[config.mk]
export PLATFORM = sky130hd
export DESIGN_NAME = instr_fetch
export DESIGN_NICKNAME = d
export VERILOG_FILES = /design/src/rtl/prisc_pkg.sv /design/src/rtl/fetch_fifo.sv /design/src/rtl/instr_fetch.sv
export SDC_FILE = /design/constraint.sdc
export NUM_CORES = 1
export LEC_CHECK = 0
export ABC_CLOCK_PERIOD_IN_PS = 3700
export CAP_MARGIN = 20
export CORE_MARGIN = 10
export CORE_UTILIZATION = 45
export CTS_CLUSTER_SIZE = 8
export DETAILED_ROUTE_END_ITERATION = 10
export PLACE_DENSITY = 0.73
export SLEW_MARGIN = 10
export SYNTH_ARGS = -nofsm -noshare
export SYNTH_HDL_FRONTEND = slang
export SYNTH_HIERARCHICAL = 1
export SYNTH_SLANG_ARGS = --single-unit
[constraint.sdc]
create_clock -name clk -period 3.7 [get_ports clk]
set_input_delay 0.37 -clock clk [delete_from_list [all_inputs] [get_ports clk]]
set_output_delay 0.37 -clock clk [all_outputs]
set_load 0.05 [all_outputs]
[src/rtl/prisc_pkg.sv]
// Shared definitions for the prisc core: fetch FSM encoding and PC constants.
package prisc_pkg;

    localparam logic [1:0] S_BOOT  = 2'd0;
    localparam logic [1:0] S_IDLE  = 2'd1;
    localparam logic [1:0] S_REQ   = 2'd2;
    localparam logic [1:0] S_DRAIN = 2'd3;

    localparam int unsigned PC_STEP  = 4;
    localparam logic [31:0] RESET_PC = 32'hFFFF_FFFC;

    // Buffer entry layout: {pc, instruction word}
    localparam int unsigned ENTRY_W = 64;

endpackage

[src/rtl/fetch_fifo.sv]
// Two-entry fetch buffer holding {pc, instr} pairs; clear wins over push/pop.
module fetch_fifo (
    input  logic        clk,
    input  logic        rst,
    input  logic        clear_i,
    input  logic        push_i,
    input  logic [63:0] push_data_i,
    input  logic        pop_i,
    output logic [63:0] head_o,
    output logic [1:0]  count_o
);

    logic [63:0] mem_q [2];
    logic        wr_ptr_q;
    logic        rd_ptr_q;
    logic [1:0]  count_q;
    logic [1:0]  count_d;
    logic        do_push;
    logic        do_pop;

    assign do_push = push_i && ((count_q != 2'd2) || pop_i);
    assign do_pop  = pop_i && (count_q != 2'd0);

    always_comb begin
        count_d = count_q;
        if (do_push && !do_pop) begin
            count_d = count_q + 2'd1;
        end else if (do_pop && !do_push) begin
            count_d = count_q - 2'd1;
        end
    end

    always_ff @(posedge clk or posedge rst) begin
        if (rst) begin
            mem_q[0] <= '0;
            mem_q[1] <= '0;
            wr_ptr_q <= 1'b0;
            rd_ptr_q <= 1'b0;
            count_q  <= 2'd0;
        end else if (clear_i) begin
            wr_ptr_q <= 1'b0;
            rd_ptr_q <= 1'b0;
            count_q  <= 2'd0;
        end else begin
            if (do_push) begin
                mem_q[wr_ptr_q] <= push_data_i;
                wr_ptr_q        <= ~wr_ptr_q;
            end
            if (do_pop) begin
                rd_ptr_q <= ~rd_ptr_q;
            end
            count_q <= count_d;
        end
    end

    assign head_o  = mem_q[rd_ptr_q];
    assign count_o = count_q;

endmodule

[src/rtl/instr_fetch.sv]
// Instruction fetch unit: drives the PC register's next value, issues one memory
// request at a time and buffers returned words for decode.
module instr_fetch #(
    parameter int unsigned BUF_DEPTH = 2,
    parameter int unsigned PC_STEP   = prisc_pkg::PC_STEP
) (
    input  logic        clk,
    input  logic        rst,
    input  logic [31:0] pc_in,
    output logic [31:0] next_pc,
    input  logic        br_take,
    input  logic [31:0] br_target,
    output logic        imem_req,
    output logic [31:0] imem_addr,
    input  logic        imem_ack,
    input  logic [31:0] imem_rdata,
    output logic        instr_valid,
    output logic [31:0] instr,
    output logic [31:0] instr_pc,
    input  logic        dec_ready
);
    import prisc_pkg::*;

    localparam logic [31:0] STEP = 32'(PC_STEP);

    logic [1:0]  state_q;
    logic [1:0]  state_d;
    logic [31:0] req_addr_q;
    logic [31:0] req_addr_d;
    logic [63:0] head;
    logic [1:0]  count;
    logic        in_flight;
    logic        has_room;
    logic        push;
    logic        pop;

    assign in_flight = (state_q == S_REQ) || (state_q == S_DRAIN);
    assign has_room  = 32'(count) < BUF_DEPTH;

    assign imem_req  = in_flight;
    assign imem_addr = in_flight ? req_addr_q : 32'd0;

    assign instr_valid = (count != 2'd0);
    assign instr       = instr_valid ? head[31:0] : 32'd0;
    assign instr_pc    = instr_valid ? head[63:32] : 32'd0;

    // A redirect flushes the buffer, so it also suppresses any push or pop.
    assign push = (state_q == S_REQ) && imem_ack && !br_take;
    assign pop  = instr_valid && dec_ready && !br_take;

    always_comb begin
        state_d    = state_q;
        req_addr_d = req_addr_q;
        next_pc    = pc_in;
        case (state_q)
            S_BOOT: begin
                next_pc = pc_in + STEP;
                state_d = S_IDLE;
            end
            S_IDLE: begin
                if (has_room && !br_take) begin
                    req_addr_d = pc_in;
                    state_d    = S_REQ;
                end
            end
            S_REQ: begin
                if (imem_ack) begin
                    state_d = S_IDLE;
                    next_pc = pc_in + STEP;
                end else if (br_take) begin
                    state_d = S_DRAIN;
                end
            end
            S_DRAIN: begin
                if (imem_ack) begin
                    state_d = S_IDLE;
                end
            end
            default: state_d = S_BOOT;
        endcase
        if (br_take) begin
            next_pc = br_target;
        end
    end

    always_ff @(posedge clk or posedge rst) begin
        if (rst) begin
            state_q    <= S_BOOT;
            req_addr_q <= 32'd0;
        end else begin
            state_q    <= state_d;
            req_addr_q <= req_addr_d;
        end
    end

    fetch_fifo u_fetch_fifo (
        .clk         (clk),
        .rst         (rst),
        .clear_i     (br_take),
        .push_i      (push),
        .push_data_i ({req_addr_q, imem_rdata}),
        .pop_i       (pop),
        .head_o      (head),
        .count_o     (count)
    );

endmodule

# --- After elaboration in Yosys (flattened, before gate mapping) ---
# Index checks and enable logic that the tools add are counted.
totals:
  inputBits: 101
  output_inout_bits: 130
  register_bits: 166
  word_cells: 73
classes:
  n_eq_ne: 7
  n_reduce_logical: 23
  n_addsub: 3
  order_cmp: 4
  mux: 24
  bitwise: 5
ops:
  columns: ["operator", "n"]
  rows:
  - ["$mux W64", 4]
  - ["$mux W32", 5]
  - ["$bwmux W128", 1]
  - ["$demux W64 S1", 1]
  - ["$pmux W32 S2", 1]
  - ["$add A32 B3 Y32 const B", 1]
  - ["$mux W2", 7]
  - ["$logic_and A1 B1 Y1", 10]
  - ["$pmux W2 S4", 1]
  - ["$ne A2 B2 Y1 const B", 3]
  - ["$reduce_bool A2 Y1", 3]
  - ["$eq A2 B2 Y1 const B", 2]
  - ["$ge A2 B2 Y1 const B", 2]
  - ["$mux W1", 4]
  - ["$not A1 Y2", 2]
  - ["$reduce_and A2 Y1", 2]
  - ["$logic_not A1 Y1", 3]
  - ["$ne A3 B3 Y1 const B", 1]
  - ["$not A1 Y1", 3]
  - ["$reduce_and A3 Y1", 1]
  - ["$reduce_bool A3 Y1", 1]
  - ["$add A2 B1 Y2 const B", 1]
  - ["$eq A2 B1 Y1 const B", 1]
  - ["$logic_not A2 Y1", 1]
  - ["other kinds (4)", 5]

# --- Depth between registers and ports, before layout ---
depth:
  ltp_word: 10
  depth_mapped: 9
  ltp_nobuf: 6

# --- By module ---
# Netlist, hierarchy kept.
by_module_without_submodules:
  columns: ["module", "seq_area_each_um2", "area_each_um2", "cells_per_inst", "n_inst"]
  rows:
  - ["fetch_fifo", 3303.2, 5924.4, 367, 1]
  - ["instr_fetch", 850.8, 3359.5, 412, 1]

# --- Worst setup path before layout ---
# No wires, ideal clock.
synth_path:
  path_kind: "register to output"
  from: "register state_q[0]"
  to: "output port next_pc[27]"
  arrival_ns: 2.737
  required_ns: 3.330
  slack_ns: 0.593
  stages_incl_launch_ff: 7
  path_buffers: 0
  path_cell_list: "dfrtp_1 > inv_1 > ha_1 > a21oi_1 > nor4_4 > a41oi_1 > o31ai_1"
synth_via:
  elab_chain_cells: 3
  word_cells_on_any_way: 4
  classes_between: "eq/ne (1); mux (2); reduce/logical (1)"
synth_lines:
  columns: ["item", "line", "text"]
  rows:
  - ["from (decl)", "instr_fetch.sv:26", "logic [1:0] state_q;"]
  - ["from (signal assigned)", "instr_fetch.sv:91", "state_q <= state_d;"]
  - ["$eq A2 B2 Y1 / $logic_not A2 Y1 (equally long branches)", "instr_fetch.sv:55", "case (state_q)"]
  - ["$pmux W32 S2 *", "instr_fetch.sv:55", null]
  - ["$mux W32 *", "instr_fetch.sv:81", "if (br_take) begin"]
  - ["to (decl)", "instr_fetch.sv:10", "output logic [31:0] next_pc,"]
# Every way passes the cells marked *; elsewhere a longest branch is shown, timed or not.

# --- Final worst setup path ---
layout_path:
  from: "register state_q[1]"
  to: "output port next_pc[7]"
# Same word-level chain as after synthesis.

==> metrics.md <==
| Metric | Value |
|---|---|
| Critical Path RT | `3.33 ns` |
| Worst Setup EP | `next_pc[7]` |
| Minimum clock period | `3.55 ns` |
| P&R area growth vs syn | `34.3%` |
| Starting DRC count in detailed routing | `322` |
| Via/cell ratio | `5.32` |
| Vias in the first global route | `7171` |
| Final std cells w/o fill | `1278` |
| Placed Cells | `1246` |
| PD cells | `594 mW/mm2` |
| R2R Path End | `u_fetch_fifo/mem_q[117]` |
| Clock transition at the registers of the reported paths | `0.06 ns` |
| R2r worst-path depth | `6` |
| Core Area | `0.0202 mm2` |
| Fillers | `1653` |
| Seq cells post-synth | `166` |
| Crit-path max FO | `11` |
| EDFF count, synth | `0` |
| Synth cell types | `58` |
| Finished Cell Area | `0.0125 mm2` |
| Max_cap viols | `0` |
| Final Cycle Share | `96.0%` |
| Die extent in x | `164 um` |
| Final setup vio count | `0` |
| Tot GR Track Use | `18.6%` |
| Slew of the pin with the lowest slew margin | `0.935 ns` |
| VDD IR max | `0.285 mV` |
| CTS tree | `done` |
| IO Port Bufs | `230` |
| Die Y | `164 um` |
| Yosys warns | `6` |
| Setup crit start | `state_q[1]` |
| CP Capture Type | `output pin` |
| Initial antenna violation count | `1` |
| Final hold vios | `0` |
| Most frequent cells in the layout | `clkdlybuf4s50_1, mux2_2, dfrtp_1, and2_1, mux2_4` |
| Slew Limit Fails | `0` |
| Placed Instance Area | `0.0119 mm2` |
| CTS Buf Count | `17` |
| FMAX | `281 MHz` |
| Avg Inst Size Synth | `11.9 um2` |
| Setup WS post-layout | `0.147 ns` |
| Synth area leaders | `dfrtp_1, mux2_2, mux2_4` |
| Clock Latency Late Sink | `0.42 ns` |
| Status | `finished, final reports clean` |
| Largest net degree at the start of global routing | `66` |
| Row count | `52` |
| CP Launch Type | `flop` |
| 1st-pass router iterations | `4` |
| Synth Net Count | `886` |
| Ant. Diodes | `0` |
| Clk sinks | `166` |
| Top FF cell, synth | `dfrtp_1` |
| GR Overflow Total | `0` |
| DRC viols | `0` |
| Nets | `1102` |
| Max clock buf depth | `2` |
| Routed WL | `25000 um` |
| First-pass GRT wire length | `39700 um` |
| ANT nets after route | `0` |
| DR vias | `6796` |
| FF-to-FF Start | `u_fetch_fifo/count_o[1]` |
| Most common cell after layout, fill and taps aside | `clkdlybuf4s50_1` |
| Area leader, netlist | `dfrtp_1` |
| # IOs | `231` |
| Die ar. | `0.0268 mm2` |
| Worst Path Arrival | `3.18 ns` |
| Register area share after synthesis | `44.7%` |
| Fin Setup TNS | `0 ns` |
| Top-area cell type share of the netlist area | `44.7%` |
| Setup slack on the worst flop-to-flop path | `0.81 ns` |
| Kind of critical path | `reg2out` |
| Initial Util | `45.9%` |
| RD Place Congestion | `0.845` |
| H-tree depth | `4` |
| Syn Std Cell Area | `0.00928 mm2` |
| Layout cells sized above 1 | `31.2%` |
| Relative slew slack | `37.5%` |
| Post-synth ARST share | `100%` |
| HP Class | `in2async` |
| Mapped Cells | `779` |
| Clk root buf | `clkbuf_16` |
| Clock Skew | `0.00848 ns` |
| Setup WS pre-CTS | `0.394 ns` |
| WL per Instance | `19.6 um` |
| P_leak | `5.60 nW` |
| Post-DP HPWL | `18300 um` |
| Post-CTS Setup Bufs | `0` |
## cell type report
class,instances,area (um2),area share (%)
tap,270,338,2.71
clock buffer,19,433,3.47
multi-input combinational,548,4840,38.8
inverter,14,56.3,0.452
timing repair buffer,248,2520,20.2
clock inverter,13,124,0.993
sequential,166,4160,33.3
## sequential cells by signal, indices dropped and copies added, names as in the netlist
| name | count |
|---|---|
| u_fetch_fifo/rd_ptr_q | 1 |
| u_fetch_fifo/wr_ptr_q | 1 |
| state_q | 2 |
| u_fetch_fifo/count_o | 2 |
| req_addr_q | 32 |
| u_fetch_fifo/mem_q | 128 |
## metrics by stage
step / hold slack, ns / utilization, % / power, mW
5_1_grt: 0.509 / 61.6 / 7.81
2_1_floorplan: 0.436 / - / 4.80
3_5_place_dp: 0.490 / 58.8 / 5.78
6_report: 0.442 / 61.6 / 7.40
4_1_cts: 0.451 / 61.6 / 7.47
3_3_place_gp: 0.483 / 58.8 / 5.72
## how the worst min path moves through the flow
stage	slack, ns	startpoint	endpoint	cells after the start
after floorplan	0.44	br_take	u_fetch_fifo/rd_ptr_q	1
after global placement	0.48	u_fetch_fifo/mem_q[123]	u_fetch_fifo/mem_q[123]	1
after detailed placement	0.49	u_fetch_fifo/mem_q[79]	u_fetch_fifo/mem_q[79]	1
after CTS	0.45	rst	req_addr_q[21]	3
after global routing	0.51	rst	req_addr_q[20]	3
final	0.44	rst	req_addr_q[20]	3
## synthesized netlist by cell type (6+ instances only)
| master | number |
|---|---|
| nor4_1 | 7 |
| buf_6 | 6 |
| nor2b_1 | 37 |
| ha_1 | 6 |
| inv_1 | 13 |
| nand2_1 | 27 |
| clkbuf_1 | 31 |
| mux2_2 | 180 |
| o21ai_1 | 8 |
| nand4_1 | 7 |
| buf_2 | 14 |
| dfrtp_1 | 166 |
| mux2_4 | 49 |
| o21ai_0 | 16 |
| nor3_1 | 7 |
| nand3_1 | 13 |
| and3_1 | 11 |
| and2_1 | 65 |
| a21oi_1 | 19 |
| nor2_1 | 16 |
| a31oi_1 | 7 |
| o31ai_1 | 8 |
## cells by family (layout without fill, tap and decap cells)
kind of cell             after synthesis  after routing  synth area share [%]
multiplexers                         234            234                  30.3
AND/OR/NAND/NOR                      217            217                  14.3
flip-flops                           166            166                  44.7
AO/OA/AOI/OAI                         89             89                  6.40
buffers and inverters                 65            294                  3.30
adder cells (fa/ha/maj)                6              6                 0.809
XOR/XNOR                               2              2                 0.189
## where the power goes
part / total [mW] / internal (mW) / leakage (nW) / switching [mW]
clock network: 1.66 / 0.934 / 0.258 / 0.723
logic: 2.97 / 1.45 / 3.16 / 1.52
registers: 2.78 / 2.36 / 2.18 / 0.417
## critical path, cell delays in order (launching register included)
cell             delay (ns)
dfrtp_1                0.41
inv_1                  0.14
ha_1                   0.42
a21o_1                 0.38
o21ai_0                0.15
a21boi_0               0.24
o22a_1                 0.19
clkdlybuf4s50_1        0.83
## what timing repair did
action | in CTS | in global routing
resized for setup | 0 | 4
hold buffers | 0 | 0
endpoints found under the setup margin | 0 | 3
## layer usage
| layer | track usage (%) | wire length (um) | vias up |
|---|---|---|---|
| met2 | 28.8 | 11500 | 223 |
| met1 | 23.9 | 11200 | 3321 |
| met4 | 4.39 | 268 | 2 |
| met3 | 7.30 | 2050 | 20 |
| met5 | 0 | 10 | - |
| li1 | - | - | 3230 |
Note: power is estimated with default switching activity, not from simulation.
